`src/rtl/iddmm_driver.sv`:
```
// iddmm_driver: loads operand words into the IDDMM multiplier RAMs, runs one
// task, buffers the N result words and replays them on a valid/ready stream.
// Ports:
//   clk, rst                     clock, synchronous active-high reset
//   ld_valid/ld_ready/ld_sel/ld_data  operand load stream (sel 0=x 1=y 2=m 3=m1)
//   start, busy, done            task control and status
//   wr_ena/wr_addr/wr_x/wr_y/wr_m/wr_m1  multiplier RAM write port and m1
//   task_req/task_grant/task_end/task_res  multiplier task handshake
//   res_valid/res_ready/res_data/res_last  result stream, LSW first
module iddmm_driver #(
    parameter int K      = 256,
    parameter int N      = 16,
    parameter int ADDR_W = $clog2(N)
) (
    input  logic              clk,
    input  logic              rst,
    input  logic              ld_valid,
    output logic              ld_ready,
    input  logic [1:0]        ld_sel,
    input  logic [K-1:0]      ld_data,
    input  logic              start,
    output logic              busy,
    output logic              done,
    output logic [2:0]        wr_ena,
    output logic [ADDR_W-1:0] wr_addr,
    output logic [K-1:0]      wr_x,
    output logic [K-1:0]      wr_y,
    output logic [K-1:0]      wr_m,
    output logic [K-1:0]      wr_m1,
    output logic              task_req,
    input  logic              task_grant,
    input  logic              task_end,
    input  logic [K-1:0]      task_res,
    output logic              res_valid,
    input  logic              res_ready,
    output logic [K-1:0]      res_data,
    output logic              res_last
);

    localparam logic [1:0] S_IDLE  = 2'd0;
    localparam logic [1:0] S_REQ   = 2'd1;
    localparam logic [1:0] S_RUN   = 2'd2;
    localparam logic [1:0] S_DRAIN = 2'd3;

    localparam logic [ADDR_W-1:0] LAST = ADDR_W'(N - 1);

    logic [1:0]        state;
    logic [ADDR_W-1:0] cnt [3];
    logic [ADDR_W-1:0] wptr;
    logic [ADDR_W-1:0] rptr;
    logic [ADDR_W-1:0] out_idx;
    logic [ADDR_W-1:0] cap_cnt;
    logic [ADDR_W:0]   level;
    logic [K-1:0]      mem [N];
    logic [K-1:0]      wr_word;
    logic              ld_fire;
    logic              push;
    logic              pop;
    logic              empty;
    logic              last_cap;
    logic              drained;

    function automatic logic [ADDR_W-1:0] inc(input logic [ADDR_W-1:0] v);
        return (v == LAST) ? '0 : v + 1'b1;
    endfunction

    // start wins over a word offered in the same cycle
    assign ld_ready = (state == S_IDLE) && !start;
    assign ld_fire  = ld_valid && ld_ready;

    assign empty    = (level == '0);
    assign push     = (state == S_RUN) && task_end;
    assign pop      = !empty && res_ready;
    assign last_cap = push && (cap_cnt == LAST);
    // leave DRAIN on the cycle the final word pops, so done follows it directly
    assign drained  = (state == S_DRAIN) &&
                      (empty || (level == (ADDR_W+1)'(1) && pop));

    assign busy      = (state != S_IDLE);
    assign task_req  = (state == S_REQ);
    assign res_valid = !empty;
    assign res_data  = empty ? '0 : mem[rptr];
    assign res_last  = !empty && (out_idx == LAST);

    assign wr_x = wr_word;
    assign wr_y = wr_word;
    assign wr_m = wr_word;

    always_ff @(posedge clk) begin
        if (push) begin
            mem[wptr] <= task_res;
        end
    end

    always_ff @(posedge clk) begin
        if (rst) begin
            state   <= S_IDLE;
            cnt[0]  <= '0;
            cnt[1]  <= '0;
            cnt[2]  <= '0;
            wr_ena  <= '0;
            wr_addr <= '0;
            wr_word <= '0;
            wr_m1   <= '0;
            wptr    <= '0;
            rptr    <= '0;
            out_idx <= '0;
            cap_cnt <= '0;
            level   <= '0;
            done    <= 1'b0;
        end else begin
            done   <= drained;
            wr_ena <= '0;

            if (ld_fire) begin
                if (ld_sel == 2'd3) begin
                    wr_m1 <= ld_data;
                end else begin
                    wr_ena          <= 3'b001 << ld_sel;
                    wr_addr         <= cnt[ld_sel];
                    wr_word         <= ld_data;
                    cnt[ld_sel]     <= inc(cnt[ld_sel]);
                end
            end

            unique case (state)
                S_IDLE: begin
                    if (start) begin
                        state   <= S_REQ;
                        cnt[0]  <= '0;
                        cnt[1]  <= '0;
                        cnt[2]  <= '0;
                        cap_cnt <= '0;
                    end
                end
                S_REQ: begin
                    if (task_grant) begin
                        state <= S_RUN;
                    end
                end
                S_RUN: begin
                    if (last_cap) begin
                        state <= S_DRAIN;
                    end
                end
                S_DRAIN: begin
                    if (drained) begin
                        state <= S_IDLE;
                    end
                end
            endcase

            if (push) begin
                wptr    <= inc(wptr);
                cap_cnt <= inc(cap_cnt);
            end
            if (pop) begin
                rptr    <= inc(rptr);
                out_idx <= inc(out_idx);
            end
            if (push && !pop) begin
                level <= level + 1'b1;
            end else if (!push && pop) begin
                level <= level - 1'b1;
            end
        end
    end

endmodule

```
`config.mk`:
```
export PLATFORM = sky130hd
export DESIGN_NAME = iddmm_driver
export DESIGN_NICKNAME = d
export VERILOG_FILES = /design/src/rtl/iddmm_driver.sv
export SDC_FILE = /design/constraint.sdc
export NUM_CORES = 2
export LEC_CHECK = 0
export BUFFER_PORTS_ARGS = -buffer_cell sky130_fd_sc_hd__buf_2
export CORE_AREA = 2 2 704 706
export CTS_CLUSTER_DIAMETER = 40
export DETAILED_ROUTE_END_ITERATION = 7
export DIE_AREA = 0 0 706 708
export SLEW_MARGIN = 10
export SYNTH_ARGS = -nofsm -noshare
export SYNTH_HDL_FRONTEND = slang
export SYNTH_MEMORY_MAX_BITS = 65536
export SYNTH_SLANG_ARGS = --single-unit
```
`constraint.sdc`:
```
create_clock -name clk -period 25.6 [get_ports clk]
set_clock_uncertainty 0.15 [all_clocks]
set_input_delay 1.28 -clock clk [delete_from_list [all_inputs] [get_ports clk]]
set_output_delay 1.28 -clock clk [all_outputs]
set_load 0.01 [all_outputs]
```
After elaboration in Yosys (flattened, before gate mapping)
Memory sizes are Yosys's and may differ from the RTL's. A register that Yosys moved wholly into a read port is not among the register bits.
Index checks and enable logic that the tools add are counted.
- flip-flop bits (word level): 543
- bits in writable memories: 4108
- output and inout bits: 1293
- word-level logic and storage cells: 103
- memories: 2
- memory list (memory ; words ; bits a word ; read ports ; clocked after memory_dff ; wr ports ; line ; text):
    mem ; 16 ; 256 ; 1 ; 1 ; 1 ; 54 ; logic [K-1:0] mem [N];
    cnt ; 3 ; 4 ; 1 ; 0 ; 3 ; 48 ; logic [ADDR_W-1:0] cnt [3];
- $add $sub $neg: 7
- equality and inequality tests: 14
- shift-type cells: 1
- mux-type cells: 36
- bitwise operators: 5
- reduce and logical (&&, ||, !) cells: 27
- operators by type and width (kind ; number):
    $mux W256 ; 1
    $mux W4 ; 14
    $add A4 B1 Y4 const B ; 5
    $eq A4 B4 Y1 const B ; 5
    $mux W1 ; 13
    $logic_and A1 B1 Y1 ; 10
    $mux W2 ; 5
    $mux W5 ; 2
    $pmux W2 S4 ; 1
    $reduce_bool A2 Y1 ; 4
    $eq A2 B2 Y1 const B ; 3
    $ne A2 B2 Y1 const B ; 3
    $reduce_and A2 Y1 ; 3
    $add A5 B1 Y5 const B ; 1
    $eq A5 B1 Y1 const B ; 1
    $logic_not A5 Y1 ; 1
    $sub A5 B1 Y5 const B ; 1
    $logic_not A1 Y1 ; 4
    $reduce_and A4 Y1 ; 1
    $reduce_or A4 Y1 ; 1
    $or A1 B1 Y1 ; 3
    $reduce_or A3 Y1 ; 1
    $shl A1 B2 Y3 const A ; 1
    $eq A2 B1 Y1 const B ; 1
    4 further kinds ; 5

Longest topological paths before layout
- word-level depth: 8
- depth in mapped cells: 12

Worst setup path before layout
OpenSTA, ideal clock, no wires.
- path kind: input-to-reg
- start: in task_end
- end: mem mem[3][0], enable pin
- data arrival time: 19.135 ns
- data required time: 24.264 ns
- slack: 5.129 ns
- stages: 5
- path buffers: 1
- cell sequence: nand2_1 -> inv_1 -> clkbuf_1 -> nand2_1 -> nor3_1
- word-level cells in the longest chain between the ends: 3
- ends and longest elaborated chain (element ; line ; text):
    start, declared ; 32 ; input logic task_end,
    $logic_and A1 B1 Y1 ; 72 ; assign push = (state == S_RUN) && task_end;
    net push ; 57 ; logic push;
    $mux W1 ; 90 ; if (push) begin
    $mux W1 (implied by the code) ; 91 ; mem[wptr] <= task_res;
    end, declared ; 54 ;
The timed path passes the listed nets, and every way through them passes these cells.

==> run_results.csv <==
group,metric,value,unit
global_route,grt_pass1_wl,931000,microns
min_path,min_from,"wr_m1[47]",
sta,rsz0062_at_grt,"false",
clock_tree,path_clk_slew,0.05,ns
worst_setup_path,cp-start-kind,"flop",
clock_tree,postCtsSetupRepairBufs,0,
yosys,synth_top_cell_by_area,"edfxtp_1",
drt,drt-total-wl,721000,microns
sta,fmax,117,MHz
worst_setup_path,crit_type,"flop to output pin",
yosys,postSynthAreaPerCell,18.6,sq um
power_and_ir_drop,powerDensity,102,mW/mm^2
clock_tree,cts_hold_buffers,0,
sta,setup_violations,0,
yosys,synth_xor_xnor_area_share,0.0393,%
global_route,grt_pass1_vias,95800,
worst_setup_path,ff2ff_setup_slack,19.78,ns
clock_tree,clkLatencyLatePin,1.03,ns
die,start_util,36.2,%
yosys,synth_top_area_share,69.3,%
global_route,antenna_found_initial,296,
outcome,status,"finished clean",
clock_tree,cts_resized,0,
die,core,0.492,sq mm
yosys,synth-seq-cells,4659,
yosys,synth_simple_gate_area_share,2.48,%
yosys,synthesis.area,0.178,sq mm
cells_and_area,final_cell_mix,"edfxtp_1, buf_2, nand2_1, mux4_2, clkbuf_16",
yosys,synthArstFlopShare,0,%
worst_setup_path,r2r_end,"mem[3][250]",
placement,dp_hpwl,485000,microns
global_route,grt_start_max_net_pins,195,
global_route,track_usage,28.0,%
clock_tree,cts_buffers,627,
yosys,ys.flop_type,"edfxtp_1",
cells_and_area,syn2layout_area_growth,19.5,%
global_route,gr-total-overflow,0,
drt,initialDrtViolationCount,12100,
drt,wl_per_cell,39.4,microns
cells_and_area,fin_nets,11700,
sta,period_minus_slack,8.55,ns
clock_tree,clock_path_buffers,4,
yosys,synth_mux_area_share,14.1,%
die,dieArea,0.500,sq mm
yosys,synth_warnings,0,
placement,place_congestion,1.13,
cells_and_area,layout-drive-gt1-share,33.9,%
worst_setup_path,critical_path_arrival,7.12,ns
sta,hold_viol_final,0,
die,num_rows,258,
die,die_y,708,microns
worst_setup_path,crit_path_end,"res_data[218]",
sta,final_max_slew_viol_count,0,
worst_setup_path,endpoint_kind,"output pin",
clock_tree,h-tree-depth,6,
sta,max-slew-margin-rel,1.88,%
worst_setup_path,ff2ff_path_depth,10,
yosys,synth_top_family_by_area,"multiplexers",
clock_tree,cts_root_buffer,"clkbuf_16",
cells_and_area,fin_cells,18300,
clock_tree,cts_sinks,4659,
power_and_ir_drop,p_leak,70.8,nW
placement,io_buffers,1813,
worst_setup_path,cp_max_fo,99,
drt,viasPerCell,5.53,
drt,drc,0,
die,dieWidth,706,microns
sta,finalSetupTns,0,ns
cells_and_area,fillers,43200,
sta,period_share,33.4,%
power_and_ir_drop,vdd_drop_max,127,uV
cells_and_area,final_common_cell,"edfxtp_1",
yosys,synth_compound_area_share,4.27,%
yosys,synth_seq_area_share,75.4,%
clock_tree,cts_tree,"done",
yosys,synth-edff-count,4112,
flow_run,max-cap-violations,0,
drt,vias,101000,
drt,first_pass_iters,6,
worst_setup_path,required,24.17,ns
die,boundaryPins,1814,
worst_setup_path,timing.rr.start,"state[0]",
yosys,synthTopCellsByArea,"edfxtp_1, mux4_2, dfxtp_1",
yosys,synth_fa_ha_area_share,0.119,%
drt,drtAntennaViolNets,0,
yosys,syn_inst,9564,
sta,worstMarginPinSlew,1.47,ns
yosys,synth.distinct_cells,52,
min_path,hold_path.class,"flop to flop",
placement,dp.cells,17000,
==> stage by stage <==
| step | setup WS [ns] | util [%] | hold slack [ns] | power (mW) | cell area [sq um] |
|---|---|---|---|---|---|
| 6_report | 17.05 | 43.3 | 0.299 | 21.8 | 213000 |
| 5_1_grt | 16.40 | 43.2 | 0.273 | 22.4 | 213000 |
| 4_1_cts | 16.73 | 43.2 | 0.217 | 21.9 | 213000 |
| 3_5_place_dp | 17.84 | 38.8 | 0.293 | 13.1 | 191000 |
| 3_3_place_gp | 17.80 | 38.8 | 0.288 | 13.1 | 191000 |
| 2_1_floorplan | 5.13 | - | 0.316 | 11.3 | 178000 |
==> power by group <==
part           total, mW  internal [mW]  leakage, nW  switching, mW
Clock               8.86           5.32         10.3           3.53
Combinational       4.38           1.65         19.1           2.72
Sequential          8.55           8.38         41.4          0.176
Total               21.8           15.4         70.8           6.44
==> flip-flops by register name, indices dropped and copies added, names as in the netlist, named ones only <==
| name | count |
|---|---|
| cap_cnt | 4 |
| cnt | 16 |
| done | 1 |
| level | 5 |
| mem | 4096 |
| out_idx | 4 |
| rptr | 4 |
| state | 2 |
| wptr | 4 |
| wr_addr | 4 |
| wr_ena | 3 |
| wr_m | 256 |
| wr_m1 | 256 |
==> worst min path at each step <==
stage | endpoint | slack [ns] | cells past startpoint
2_1_floorplan | out_idx[1] | 0.32 | 2
3_3_place_gp | wr_m1[48] | 0.29 | 2
3_5_place_dp | wr_m1[141] | 0.29 | 2
4_1_cts | wr_m[86] | 0.22 | 3
5_1_grt | wr_m[89] | 0.27 | 3
6_report | wr_m1[47] | 0.30 | 2
==> per-layer routing <==
metal | global-route usage (%) | up-vias | wire [microns]
li1 | - | 41100 | -
met1 | 33.1 | 53500 | 261000
met2 | 41.8 | 5151 | 318000
met3 | 12.4 | 1452 | 85300
met4 | 17.5 | 134 | 55000
met5 | 0.971 | - | 1580
==> Yosys cell counts (all sizes together), types with 2 or more instances <==
| cell | count |
|---|---|
| a21oi | 535 |
| a22oi | 283 |
| a311oi | 3 |
| a31oi | 3 |
| a32oi | 141 |
| and2 | 2 |
| and3 | 2 |
| buf | 717 |
| clkbuf | 365 |
| dfxtp | 547 |
| edfxtp | 4112 |
| ha | 17 |
| inv | 20 |
| mux2i | 514 |
| mux4 | 887 |
| nand2 | 1060 |
| nand2b | 8 |
| nand3 | 5 |
| nand4 | 3 |
| nor2 | 39 |
| nor2b | 3 |
| nor3 | 8 |
| o21ai | 146 |
| o22ai | 115 |
| or3 | 2 |
| or4 | 3 |
| or4b | 3 |
| xnor2 | 3 |
| xor2 | 5 |
==> area by class of cell <==
cell class | instances | area (sq um) | share of cell area, %
clock inverters | 410 | 5090 | 2.39
clock buffers | 736 | 16400 | 7.69
well taps | 6500 | 8130 | 3.82
repair buffers | 2029 | 10900 | 5.12
multi-input cells | 3806 | 37600 | 17.7
flip-flops and latches | 4659 | 134000 | 63.1
inverters | 20 | 75.1 | 0.0352
diodes | 155 | 388 | 0.182
==> cell families after synthesis <==
family,Yosys count
mux,1401
xor+xnor,8
compound gates,1234
buf+inv,1102
fa+ha+maj,17
flops,4659
other cells,1
simple gates,1142
==> critical path, cell delays in order (launching register included) <==
cell	delay, ns
dfxtp_4	0.75
buf_4	0.78
buf_4	0.82
buf_4	0.86
buf_4	0.72
buf_12	0.68
mux4_2	0.60
mux2i_1	0.17
o22ai_1	0.23
buf_2	0.27
No activity file was read; power rests on OpenSTA's default activity.
